<file path="config.mk">
export PLATFORM = sky130hd
export DESIGN_NAME = mig_rw_arbiter
export DESIGN_NICKNAME = d
export VERILOG_FILES = /design/src/rtl/mig_rw_arbiter.sv
export SDC_FILE = /design/constraint.sdc
export NUM_CORES = 1
export LEC_CHECK = 0
export BUFFER_PORTS_ARGS = -buffer_cell sky130_fd_sc_hd__buf_2
export CAP_MARGIN = 15
export CELL_PAD_IN_SITES_DETAIL_PLACEMENT = 1
export CELL_PAD_IN_SITES_GLOBAL_PLACEMENT = 2
export CORE_MARGIN = 4
export CORE_UTILIZATION = 27
export CTS_CLUSTER_SIZE = 25
export DETAILED_ROUTE_END_ITERATION = 10
export PLACE_DENSITY = 0.79
export SYNTH_ARGS = -nofsm -noshare
export SYNTH_HDL_FRONTEND = slang
export SYNTH_SLANG_ARGS = --single-unit
</file>
<file path="constraint.sdc">
create_clock -name ui_clk -period 5.4 [get_ports ui_clk]
set_clock_uncertainty 0.1 [all_clocks]
set_input_delay 0.27 -clock ui_clk [delete_from_list [all_inputs] [get_ports ui_clk]]
set_output_delay 0.27 -clock ui_clk [all_outputs]
set_load 0.1 [all_outputs]
</file>
<file path="src/rtl/mig_rw_arbiter.sv">
// Round-robin arbiter sharing one MIG user command port between a write and a read burst controller.
// Define MIG_ARB_RD_PRIORITY_EN to give reads fixed priority on simultaneous requests.
module mig_rw_arbiter #(
    parameter int ADDR_W = 28,
    parameter int LEN_W  = 16
) (
    input  logic              ui_clk,
    input  logic              rst,
    input  logic              init_calib_complete,
    input  logic              wr_req,
    input  logic              rd_req,
    input  logic [ADDR_W-1:0] wr_req_addr,
    input  logic [ADDR_W-1:0] rd_req_addr,
    input  logic [LEN_W-1:0]  wr_req_len,
    input  logic [LEN_W-1:0]  rd_req_len,
    output logic              wr_ack,
    output logic              rd_ack,
    output logic              wr_done,
    output logic              rd_done,
    output logic              wr_start,
    output logic              rd_start,
    output logic [ADDR_W-1:0] wr_start_addr,
    output logic [ADDR_W-1:0] rd_start_addr,
    output logic [LEN_W-1:0]  wr_start_len,
    output logic [LEN_W-1:0]  rd_start_len,
    input  logic              wr_ctrl_done,
    input  logic              rd_ctrl_done,
    input  logic [ADDR_W-1:0] wr_app_addr,
    input  logic [ADDR_W-1:0] rd_app_addr,
    input  logic [2:0]        wr_app_cmd,
    input  logic [2:0]        rd_app_cmd,
    input  logic              wr_app_en,
    input  logic              rd_app_en,
    output logic [ADDR_W-1:0] app_addr,
    output logic [2:0]        app_cmd,
    output logic              app_en,
    input  logic              app_rd_data_valid,
    output logic              busy,
    output logic              stray_rd_err
);

    typedef enum logic [1:0] {IDLE, WR_RUN, RD_RUN, RD_DRAIN} state_t;
    localparam logic GRANT_WR = 1'b0;
    localparam logic GRANT_RD = 1'b1;

    state_t            state, state_nxt;
    logic              last_grant;
    logic              pick_rd, can_grant;
    logic              grant_wr, grant_rd;
    logic              wr_done_nxt, rd_done_nxt;
    logic              wr_zero_pend, rd_zero_pend;
    logic [LEN_W-1:0]  beat_cnt;
    logic [LEN_W:0]    beat_sum;
    logic              beats_all;
    logic              rd_active;
    logic [ADDR_W-1:0] addr_hold;
    logic [2:0]        cmd_hold;

    // Beats counted including the one arriving this cycle, compared against the latched length.
    assign beat_sum  = {1'b0, beat_cnt} + {{LEN_W{1'b0}}, app_rd_data_valid};
    assign beats_all = (beat_sum == {1'b0, rd_start_len});
    assign rd_active = (state == RD_RUN) || (state == RD_DRAIN);
    assign busy      = (state != IDLE);

    always_ff @(posedge ui_clk or posedge rst) begin
        if (rst) begin
            state <= IDLE;
        end else begin
            state <= state_nxt;
        end
    end

    always_comb begin
        state_nxt   = state;
        grant_wr    = 1'b0;
        grant_rd    = 1'b0;
        wr_done_nxt = 1'b0;
        rd_done_nxt = 1'b0;
        app_en      = 1'b0;
        app_addr    = addr_hold;
        app_cmd     = cmd_hold;
`ifdef MIG_ARB_RD_PRIORITY_EN
        pick_rd     = rd_req;
`else
        pick_rd     = rd_req && (!wr_req || (last_grant == GRANT_WR));
`endif
        // The cycle after a grant the client still holds its request; block re-granting it.
        can_grant   = init_calib_complete && !wr_ack && !rd_ack;
        case (state)
            IDLE: begin
                if (can_grant) begin
                    if (pick_rd) begin
                        grant_rd = 1'b1;
                        if (rd_req_len != '0) state_nxt = RD_RUN;
                    end else if (wr_req) begin
                        grant_wr = 1'b1;
                        if (wr_req_len != '0) state_nxt = WR_RUN;
                    end
                end
            end
            WR_RUN: begin
                app_en   = wr_app_en;
                app_addr = wr_app_addr;
                app_cmd  = wr_app_cmd;
                if (wr_ctrl_done) begin
                    state_nxt   = IDLE;
                    wr_done_nxt = 1'b1;
                end
            end
            RD_RUN: begin
                app_en   = rd_app_en;
                app_addr = rd_app_addr;
                app_cmd  = rd_app_cmd;
                if (rd_ctrl_done) begin
                    if (beats_all) begin
                        state_nxt   = IDLE;
                        rd_done_nxt = 1'b1;
                    end else begin
                        state_nxt = RD_DRAIN;
                    end
                end
            end
            RD_DRAIN: begin
                app_cmd = 3'b001;
                if (beats_all) begin
                    state_nxt   = IDLE;
                    rd_done_nxt = 1'b1;
                end
            end
            default: state_nxt = IDLE;
        endcase
    end

    always_ff @(posedge ui_clk or posedge rst) begin
        if (rst) begin
            last_grant    <= GRANT_RD;
            wr_ack        <= 1'b0;
            rd_ack        <= 1'b0;
            wr_start      <= 1'b0;
            rd_start      <= 1'b0;
            wr_done       <= 1'b0;
            rd_done       <= 1'b0;
            wr_zero_pend  <= 1'b0;
            rd_zero_pend  <= 1'b0;
            wr_start_addr <= '0;
            rd_start_addr <= '0;
            wr_start_len  <= '0;
            rd_start_len  <= '0;
            beat_cnt      <= '0;
            stray_rd_err  <= 1'b0;
            addr_hold     <= '0;
            cmd_hold      <= 3'b000;
        end else begin
            wr_ack       <= grant_wr;
            rd_ack       <= grant_rd;
            wr_start     <= grant_wr && (wr_req_len != '0);
            rd_start     <= grant_rd && (rd_req_len != '0);
            wr_zero_pend <= grant_wr && (wr_req_len == '0);
            rd_zero_pend <= grant_rd && (rd_req_len == '0);
            wr_done      <= wr_done_nxt || wr_zero_pend;
            rd_done      <= rd_done_nxt || rd_zero_pend;
            addr_hold    <= app_addr;
            cmd_hold     <= app_cmd;
            if (grant_wr) begin
                wr_start_addr <= wr_req_addr;
                wr_start_len  <= wr_req_len;
                last_grant    <= GRANT_WR;
            end
            if (grant_rd) begin
                rd_start_addr <= rd_req_addr;
                rd_start_len  <= rd_req_len;
                last_grant    <= GRANT_RD;
                beat_cnt      <= '0;
            end else if (app_rd_data_valid && rd_active) begin
                beat_cnt <= beat_sum[LEN_W-1:0];
            end
            if (app_rd_data_valid && !rd_active) stray_rd_err <= 1'b1;
        end
    end

endmodule

</file>
==> results of run 1 <==
cells in the final DEF (no fill, tap or decap), drive strengths merged, types with 3 or more instances in the layout:
cell / synthesis / layout
buf: 12 / 293
clkbuf: 33 / 18
clkinv: 1 / 4
nor3: 7 / 7
nand4: 11 / 11
a22oi: 31 / 31
mux2i: 3 / 3
dfrtp: 146 / 146
and4: 4 / 4
inv: 8 / 17
o21ai: 10 / 10
nand2: 284 / 284
a21oi: 37 / 37
a311oi: 3 / 3
or3: 5 / 5
a31oi: 3 / 3
xor2: 16 / 16
and3: 3 / 3
nand3: 9 / 9
nor2: 49 / 49
ha: 7 / 7
nor2b: 4 / 4
dlygate4sd3: 0 / 89
xnor2: 12 / 12
nor4: 11 / 11
through the flow:
step	cell area (sq um)	setup WS [ns]	hold WS [ns]	std cells
finish	9750	2.07	-0.0699	1427
global route	9750	1.78	0.0137	1427
CTS	9750	1.99	0.0135	1425
detailed placement	8290	2.43	0.318	1304
global placement	8290	2.39	0.309	1304
floorplan	6580	1.08	0.275	737
routing by layer:
metal	global-route usage, %	wire [um]	vias up
met5	0	0	-
met3	5.42	1510	29
met4	5.38	408	0
met2	30.0	12100	182
met1	21.3	9460	3162
li1	-	-	3150
final timing paths:
check | from | end | cells after the start
min | rst | wr_start_addr[26]$_DFFE_PP0P_ | 2
max | state[1]$_DFFE_PP0P_ | app_addr[11] | 6
min reg2reg | wr_zero_pend$_DFF_PP0_ | wr_done$_DFF_PP0_ | 1
min in group ui_clk | app_rd_data_valid | stray_rd_err$_DFFE_PP0P_ | 2
max reg2reg | beat_cnt[0]$_DFFE_PP0P_ | state[1]$_DFFE_PP0P_ | 8
max in group asynchronous | rst | wr_start_len[4]$_DFFE_PP0P_ | 3
area by class of cell:
cell class,instances,share of cell area (%)
flip-flops and latches,147,37.7
clock buffers,18,4.40
multi-input cells,536,27.6
repair buffers,382,24.3
well taps,319,4.09
clock inverters,14,1.44
inverters,9,0.398
diodes,2,0.0513
state kept, by name, summed over array words and instances, names as in the netlist, 2 cells and up:
name,flops
wr_start_len,16
wr_start_addr,28
beat_cnt,16
cmd_hold,3
addr_hold,28
rd_start_addr,28
rd_start_len,16
state,2
logic make-up (layout without fill, tap and decap cells):
kind of cell | count (synthesis) | after routing
XOR/XNOR | 28 | 28
multiplexers | 3 | 3
buffers and inverters | 54 | 423
adder cells (fa/ha/maj) | 7 | 7
AO/OA/AOI/OAI | 101 | 101
AND/OR/NAND/NOR | 397 | 397
other | 0 | 2
flip-flops | 147 | 147
==> metrics.md, run 1 <==
| Metric | Value |
|---|---|
| Vias in the first global route | 6,912 |
| Worst-case clock buffer depth | 2 |
| Adder and majority gate portion of the synthesized area | 1.33% |
| Slowest stage delay, CP | about 0.80 ns |
| Clock root buffer | clkbuf_16 |
| Startpoint Class | register |
| Post-Synth XOR/XNOR Area | 3.73% |
| Asr flop ratio synth | 100% |
| Remaining DRCs | 0 |
| R2r setup slk | 2.49 ns |
| Netlist cell types | 51 |
| Via-to-Cell Ratio | 4.57 |
| CTS Sinks | 147 |
| Crit share post-route | 61.7% |
| Mapped Avg Cell Area | 8.92 sq um |
| Initial antenna violation count | 2 |
| Cts bufs inserted | 17 |
| Io pins | 288 |
| Filler Cell Count | 2,881 |
| Slowest stage cell, crit path | ha_1 |
| Most frequent cell after synthesis | nand2_1 |
| Reg area | 3680 sq um |
| Syn. warnings | 0 |
| Slew headroom | 28.6% |
| Clk Latency, worst-skew pair | 0.42 ns |
| RSZ-0062 raised after global routing | false |
| HPWL Detailed | ~16,000 um |
| CTS hold repair buffers | roughly 90 |
| Routed vias | 6,523 |
| Top FF cell, synth | dfrtp_1 |
| Drt wl/cell | 16.5 um |
| Final Wtd Congestion | 0.753 |
| Antenna viol nets, final | 0 |
| Clk slew on worst S/H paths | about 0.060 ns |
| Drt first pass iters | 4 |
| Fraction of layout cells with a size suffix above 1 | 30.0% |
| Slew @ Worst Pin | around 1.1 ns |
| DRT iter0 DRCs | 303 |
| Crit path kind | reg2out |
| Biggest area consumer among synthesized cells | dfrtp_1 |
| Mux share of post-synthesis cell area | less than 1% |
| Site Rows | 56 |
| Initial Utilization | 27.8% |
| Die Footprint | 26,900 sq um |
| Footprint of the multi-input gates | 2690 sq um |
| Setup TNS | 0 ns |
| Req. time, crit path | around 5 ns |
| Finished Core Util | around two fifths |
| Die width | 164 um |
| Max-cap viol count | 0 |
| CP max FO | 32 |
| CP endpoint kind | primary output |
| Synth Area in Simple Gates | 25.2% |
| Max frequency | 300 MHz |
| CTS tree | done |
| Worst hold margin | -0.0699 ns |
| Cell Chain, Critical Path | inv_1, ha_1, buf_4, nor2_1, a21oi_1, buf_2 |
| Core area | 23,700 sq um |
| Max H-tree Level | 4 |
| Buf+Inv Stages, Crit Path | 3 |
| Die H | 164 um |
| Largest net degree at the start of global routing | about 100 |
| Setup Fix Bufs, Post-CTS | 0 |
| Failing checks | negative hold slack |
| Fin nets | 1,260 |
| Critical path's top delay family | buffers and inverters |
| Critical Path AT | 2.96 ns |
| First-pass GRT wire length | 37,300 um |
| Endpoints failing setup | 0 |
| Total Routing Usage GR | 17.6% |
| Routed WL | 23,500 um |
| Compound-gate portion of the synthesized area | 9.97% |
| Net Count, Synth | 904 |
| Hold Fails Final Rpt | 43 |
| Area contributors post-synth | dfrtp_1 56%, nand2_1 16%, a22oi_1 3.5%, a21oi_1 2.8%, nor2_1 2.8% |
| Status | finished with violations |
| Top-area cell type share of the netlist area | ~56% |
| GRT overflow | 0 |
| Area growth syn-to-layout | 48.3% |
| Post-Synthesis Cells | 737 |
| Final-report max-slew violation count | 0 |
| Post-synth top cells | 284 x nand2_1, 146 x dfrtp_1, 49 x nor2_1, 37 x a21oi_1, 33 x clkbuf_1 |
| Tmin final | 3.33 ns |
| Largest family of logic cells by synthesized area | simple AND/OR/NAND/NOR gates |
| Number of synthesized register bits | approximately 150 |
| Post-Syn Area | approximately 6600 sq um |
| CTS resizes | 0 |
| Hold WC Path Type | in2async |
| Register area share after synthesis | between 50 and 60% |
| EDFF count, synth | 0 |
| IO Port Bufs | 287 |
Power of run 1 is not shown: default switching activity piles up to over one toggle a cycle in this logic, so the estimate is an artifact.
==> run 2: changes to the inputs <==
==> constraint.sdc (replaced) <==
create_clock -name ui_clk -period 3.2 [get_ports ui_clk]
set_clock_uncertainty 0.1 [all_clocks]
set_input_delay 0.16 -clock ui_clk [delete_from_list [all_inputs] [get_ports ui_clk]]
set_output_delay 0.16 -clock ui_clk [all_outputs]
set_load 0.1 [all_outputs]
==> run 2 against run 1 <==
  * The flow now finishes without violations
  * Design area rose by 5.8%
  * Utilization rose by 2.4 points
  * Worst setup slack got worse by 1.8 ns
  * Die area did not move
  * Global-route usage rose by 0.57 points
  * Critical path depth rose by 6
  * Register-to-register slack got worse by 2.1 ns
  * Sequential share of layout area fell by 2.1 points
  * Largest cell class unchanged
==> metrics.md, run 2 (synthesis gave the netlist of run 1 again) <==
| Metric | Value |
|---|---|
| Fraction of layout cells with a size suffix above 1 | 30.4% |
| Worst-case clock buffer depth | 2 |
| Total Routing Usage GR | 18.2% |
| Max-cap viol count | 0 |
| Largest net degree at the start of global routing | 137 |
| Remaining DRCs | 0 |
| Slew @ Worst Pin | 0.902 ns |
| Die Footprint | 26,900 sq um |
| Final-report max-slew violation count | 0 |
| Final Wtd Congestion | 0.811 |
| Tmin final | 2.89 ns |
| Startpoint Class | input pin |
| Req. time, crit path | 3.41 ns |
| Io pins | between 200 and 300 |
| Critical Path Most Common Cell | ha_1 |
| Hold WC Path Type | in2reg |
| GRT overflow | 0 |
| Slowest stage delay, CP | 0.54 ns |
| Via-to-Cell Ratio | about 4.6 |
| Die width | 164 um |
| Antenna viol nets, final | 0 |
| HPWL Detailed | 16,400 um |
| Critical path's top delay family | buffers and inverters |
| Clk Latency, worst-skew pair | 0.42 ns |
| Slowest stage cell, crit path | dlygate4sd3_1 |
| Vias in the first global route | 7,237 |
| Buf+Inv Stages, Crit Path | 3 |
| Fin nets | 1,271 |
| Drt wl/cell | 16.9 um |
| Status | complete, no violations |
| Commonest non-fill, non-tap cell in the layout | nand2_1 |
| Initial Utilization | 27.8% |
| Area growth syn-to-layout | 56.9% |
| Routed vias | 6,670 |
| RSZ-0062 raised after global routing | false |
| CP max FO | 5 |
| Hold Fails Final Rpt | 0 |
| Die H | 164 um |
| Post-route setup slack | 0.311 ns |
| IO Port Bufs | 287 |
| Routed WL | between 20,000 and 25,000 um |
| Clock root buffer | clkbuf_16 |
| Max frequency | approximately 350 MHz |
| Core area | between 20,000 and 25,000 sq um |
| Placement Cell Area | 8770 sq um |
| Site Rows | 56 |
| Most frequent cells in the layout | 284 x nand2_1, 259 x buf_2, 146 x dfrtp_1, 96 x dlygate4sd3_1, 49 x nor2_1 |
| Dpl ws | 0.383 ns |
| Clk slew on worst S/H paths | roughly 0.060 ns |
| CTS Sinks | between 100 and 150 |
| Slew headroom | about two fifths |
| First-pass GRT wire length | 38,700 um |
| Non-Filler Cell Area, Final | 10,300 sq um |
| Critical Path AT | 3.10 ns |
| Drt first pass iters | 5 |
| Cell Chain, Critical Path | dlygate4sd3_1, buf_2, ha_1, ha_1, nand3_1, buf_4, or4_1, a32oi_1, mux2i_1, a221o_1, or2_1, a311oi_1 |
| Endpoints failing setup | 0 |
| CP endpoint kind | register |
| Largest regs | addr_hold (28), rd_start_addr (28), wr_start_addr (28) |
| Max H-tree Level | 4 |
| CTS tree | done |
| Setup TNS | 0 ns |
| Setup Fix Bufs, Post-CTS | 0 |
| Crit path kind | in2reg |
| DRT iter0 DRCs | 300 |
| Crit share post-route | about nine tenths |
| Initial antenna violation count | 4 |
| Cts bufs inserted | 17 |
==> run 2: cell count changes in the layout (fill, tap and decap cells not counted), sizes merged <==
cell         previous run  this run
buf                   293       297
dlygate4sd3            89        96
diode                   2         4
clkinvlp                1         4
clkinv                  4         3
inv                    17        15
==> run 2: final cells by class <==
type | count | area (sq um)
sequential | 147 | 3680
fill | 2828 | 13400
clock inverter | 14 | 144
timing repair buffer | 393 | 2920
multi-input combinational | 536 | 2700
inverter | 9 | 37.5
clock buffer | 18 | 429
antenna | 4 | 10.0
tap | 319 | 399
==> run 2: path summary, 6_finish.rpt <==
check | from | to | slack [ns] | depth (start not counted)
worst max-delay path | app_rd_data_valid | state[0]$_DFFE_PP0P_ | 0.31 | 12
worst min-delay path | rd_app_cmd[2] | cmd_hold[2]$_DFF_PP0_ | 0.009 | 3
worst max register to register | beat_cnt[0]$_DFFE_PP0P_ | state[0]$_DFFE_PP0P_ | 0.39 | 10
worst min register to register | wr_zero_pend$_DFF_PP0_ | wr_done$_DFF_PP0_ | 0.34 | 1
max in group asynchronous | rst | beat_cnt[15]$_DFFE_PP0P_ | 1.73 | 4
min in group asynchronous | rst | rd_start_addr[13]$_DFFE_PP0P_ | 0.13 | 3
==> run 2: per-stage QoR <==
| stage | std cells | hold WS [ns] | utilization [%] |
|---|---|---|---|
| 2_1_floorplan | 737 | 0.165 | - |
| 3_3_place_gp | 1308 | 0.0414 | 37.0 |
| 3_5_place_dp | 1308 | 0.0370 | 37.0 |
| 4_1_cts | 1436 | 0.000663 | 43.5 |
| 5_1_grt | 1440 | 0.0255 | 43.6 |
| 6_report | 1440 | 0.00912 | 43.6 |
==> run 2: timing repair <==
item                                    4_1_cts  5_1_grt
endpoints found under the setup margin        0        1
resized for setup                             0        1
hold buffers                                 96        0
endpoints found under the hold margin       105        0
==> run 2: worst reg2reg max path, cell delays in order (launching register included) <==
cell	delay [ns]
dfrtp_1	0.37
ha_1	0.17
ha_1	0.23
nand3_1	0.12
buf_4	0.17
or4_1	0.39
a32oi_1	0.21
mux2i_1	0.11
a221o_1	0.32
or2_1	0.25
a311oi_1	0.27
==> run 2: metal layers <==
metal	vias to the layer above	track usage, %	wire (um)
li1	3174	-	-
met1	3265	21.2	9830
met2	192	32.0	12600
met3	39	5.14	1310
met4	0	6.14	608
met5	-	0	0
Power of run 2 is left out for the same reason.
==> run 3: changes to the inputs <==
--- a/config.mk
+++ b/config.mk
@@ -5,15 +5,16 @@
 export SDC_FILE = /design/constraint.sdc
 export NUM_CORES = 1
 export LEC_CHECK = 0
+export ABC_AREA = 1
 export BUFFER_PORTS_ARGS = -buffer_cell sky130_fd_sc_hd__buf_2
 export CAP_MARGIN = 15
 export CELL_PAD_IN_SITES_DETAIL_PLACEMENT = 1
 export CELL_PAD_IN_SITES_GLOBAL_PLACEMENT = 2
 export CORE_MARGIN = 4
-export CORE_UTILIZATION = 27
+export CORE_UTILIZATION = 26
 export CTS_CLUSTER_SIZE = 25
 export DETAILED_ROUTE_END_ITERATION = 10
-export PLACE_DENSITY = 0.79
+export PLACE_DENSITY = 0.78
 export SYNTH_ARGS = -nofsm -noshare
 export SYNTH_HDL_FRONTEND = slang
 export SYNTH_SLANG_ARGS = --single-unit
==> run 3 against run 2 <==
  * Maximum frequency is 2.1% higher
  * Register-to-register slack better by 0.25 ns
  * Worst setup slack better by 0.061 ns
  * Global-route usage is 0.78 points higher
  * Final cell count is 11% higher
  * Non-clock buffer count is 63 higher
  * Routed wire length is 9.4% higher
  * Critical path type is now reg2out
  * Largest cell class unchanged
==> metrics.md, run 3 <==
| Metric | Value |
|---|---|
| Setup TNS | 0 ns |
| CP max FO | 20 |
| Drt first pass iters | 4 |
| Commonest non-fill, non-tap cell in the layout | nand2_1 |
| HP Start | rd_app_addr[26] |
| Asr flop ratio synth | 100% |
| Clk Latency, worst-skew pair | 0.42 ns |
| Routed WL | 26,700 um |
| Hold Fails Final Rpt | 0 |
| Setup Fix Bufs, Post-CTS | 0 |
| Final-report max-slew violation count | 0 |
| Status | complete, no violations |
| Total Routing Usage GR | 18.9% |
| Area growth syn-to-layout | 61.2% |
| Worst-case clock buffer depth | 2 |
| Fin nets | 1,426 |
| Slowest stage cell, crit path | ha_1 |
| Die H | about 170 um |
| CTS tree | done |
| Netlist cell types | 32 |
| Drt wl/cell | 16.6 um |
| First-pass GRT wire length | between 40,000 and 50,000 um |
| Vias in the first global route | 8,054 |
| Most frequent cell after synthesis | nand2_1 |
| Crit share post-route | a little under 90% |
| Buf+Inv Stages, Crit Path | 3 |
| Syn. warnings | 0 |
| Post-Syn Area | roughly 6700 sq um |
| Via-to-Cell Ratio | 4.51 |
| Max-cap viol count | 0 |
| Area contributors post-synth | dfrtp_1 55%, nand2_1 18%, a21oi_1 4.7%, inv_1 3.4%, nand3_1 3.1% |
| HPWL Detailed | around 18,000 um |
| Biggest area consumer among synthesized cells | dfrtp_1 |
| Largest net degree at the start of global routing | between 50 and 60 |
| RSZ-0062 raised after global routing | false |
| Critical Path AT | around 2.6 ns |
| Number of synthesized register bits | around 150 |
| Clock root buffer | clkbuf_16 |
| CP startpoint | state[1]$_DFFE_PP0P_ |
| Startpoint Class | register |
| Initial antenna violation count | 2 |
| Cell Chain, Critical Path | inv_1, ha_1, buf_4, nor2_1, a21oi_2, buf_2 |
| Slew @ Worst Pin | 0.880 ns |
| Tmin final | 2.83 ns |
| Register area share after synthesis | 55.3% |
| Core area | 25,200 sq um |
| Max H-tree Level | 4 |
| Req. time, crit path | about 2.9 ns |
| Crit path kind | reg2out |
| Die Footprint | approximately 28,000 sq um |
| R2r setup slk | around 0.64 ns |
| Remaining DRCs | 0 |
| Top FF cell, synth | dfrtp_1 |
| Mapped Avg Cell Area | a little over 8 sq um |
| Net Count, Synth | 986 |
| IO Port Bufs | 287 |
| CTS hold repair buffers | 153 |
| Clk slew on worst S/H paths | roughly 0.060 ns |
| Site Rows | 58 |
| Largest regs | addr_hold (28), rd_start_addr (28), wr_start_addr (28) |
| Hold WC Path Type | in2reg |
| CP endpoint kind | primary output |
| Final Wtd Congestion | 0.771 |
| Antenna viol nets, final | 0 |
| CTS Sinks | approximately 150 |
| Post-synth top cells | 323 x nand2_1, 146 x dfrtp_1, 62 x a21oi_1, 61 x inv_1, 44 x nor2_1 |
| Reg2reg start | state[1]$_DFFE_PP0P_ |
| EDFF count, synth | 0 |
| Fraction of layout cells with a size suffix above 1 | 29.6% |
| Critical path's top delay family | buffers and inverters |
| Filler Cell Count | 3,083 |
| Slowest stage delay, CP | 0.55 ns |
| Endpoints failing setup | 0 |
| Initial Utilization | 26.4% |
| Routed vias | 7,229 |
| Die width | 168 um |
| Cts bufs inserted | 17 |
| Io pins | about 290 |
| GRT overflow | 0 |
| Most frequent cells in the layout | 323 x nand2_1, 286 x buf_2, 154 x dlygate4sd3_1, 146 x dfrtp_1, 60 x inv_1 |
| Max frequency | 354 MHz |
| Post-Synthesis Cells | 819 |
| Top-area cell type share of the netlist area | 54.9% |
| Slew headroom | 41.2% |
| CTS resizes | 0 |
| DRT iter0 DRCs | 250 |
[run 3: cell types whose count changed after synthesis, sizes merged, moves of 7 or more]
| cell | delta |
|---|---|
| nand2 | +43 |
| a21oi | +26 |
| a22oi | -31 |
| o21ai | +29 |
| o22ai | +12 |
| xor2 | -13 |
| clkbuf | -7 |
| inv | +55 |
| xnor2 | -10 |
| nand3 | +33 |
[run 3: path summary, 6_finish.rpt]
check / to / depth (start not counted)
setup reg to reg: beat_cnt[1]$_DFFE_PP0P_ / 11
max in group asynchronous: addr_hold[26]$_DFF_PP0_ / 4
setup / recovery: app_addr[5] / 6
hold reg to reg: wr_done$_DFF_PP0_ / 1
hold / removal: addr_hold[26]$_DFF_PP0_ / 3
min in group asynchronous: addr_hold[10]$_DFF_PP0_ / 3
[run 3: area by class of cell]
class / instances / area [sq um] / area share [%]
repair buffers: 456 / 3140 / 29.3
flip-flops and latches: 147 / 3680 / 34.3
inverters: 64 / 245 / 2.28
clock inverters: 15 / 138 / 1.28
diodes: 2 / 5.00 / 0.0466
multi-input cells: 573 / 2690 / 25.0
clock buffers: 17 / 425 / 3.96
well taps: 330 / 413 / 3.85
[run 3: stage by stage]
stage               worst slack [ns]  cell area, sq um  hold WS [ns]  cells  util [%]
finish                         0.372             10700        0.0227   1604      42.6
global placement               0.736              8620         0.203   1416      34.2
floorplan                      0.102              6740         0.177    819         -
CTS                            0.332             10700       0.00158   1601      42.6
detailed placement             0.642              8620         0.195   1416      34.2
global route                   0.186             10700        0.0566   1603      42.6
[run 3: kinds of logic (layout without fill, tap and decap cells)]
logic type                 Yosys count  count (layout)  share of synthesized area, %
other                                0               2                             0
buffers and inverters               99             552                          5.73
xor gates and xnor gates             6               6                          1.01
and+or+nand+nor                    443             443                          27.5
adders and majority gates            7               7                          1.32
AOI/OAI and AO/OA                  117             117                          9.19
DFF                                147             147                          55.3
[run 3: layer usage]
| layer | up-vias | wire (um) | track usage, % |
|---|---|---|---|
| met2 | 226 | 12900 | 32.7 |
| met3 | 37 | 1860 | 6.03 |
| met5 | - | 8 | 0 |
| met1 | 3474 | 11300 | 23.0 |
| li1 | 3490 | - | - |
| met4 | 2 | 527 | 4.69 |
[run 3: worst register-to-register path, stage by stage, from the launching register on]
cell and delay, ns:
dfrtp_1 0.44, inv_1 0.14, ha_1 0.35, inv_2 0.10, nor2_1 0.16, inv_1 0.10
nor2_4 0.09, inv_1 0.06, buf_4 0.19, nand2_1 0.50, nand3_1 0.13, o21ai_0 0.11
Power of run 3 is left out for the same reason.
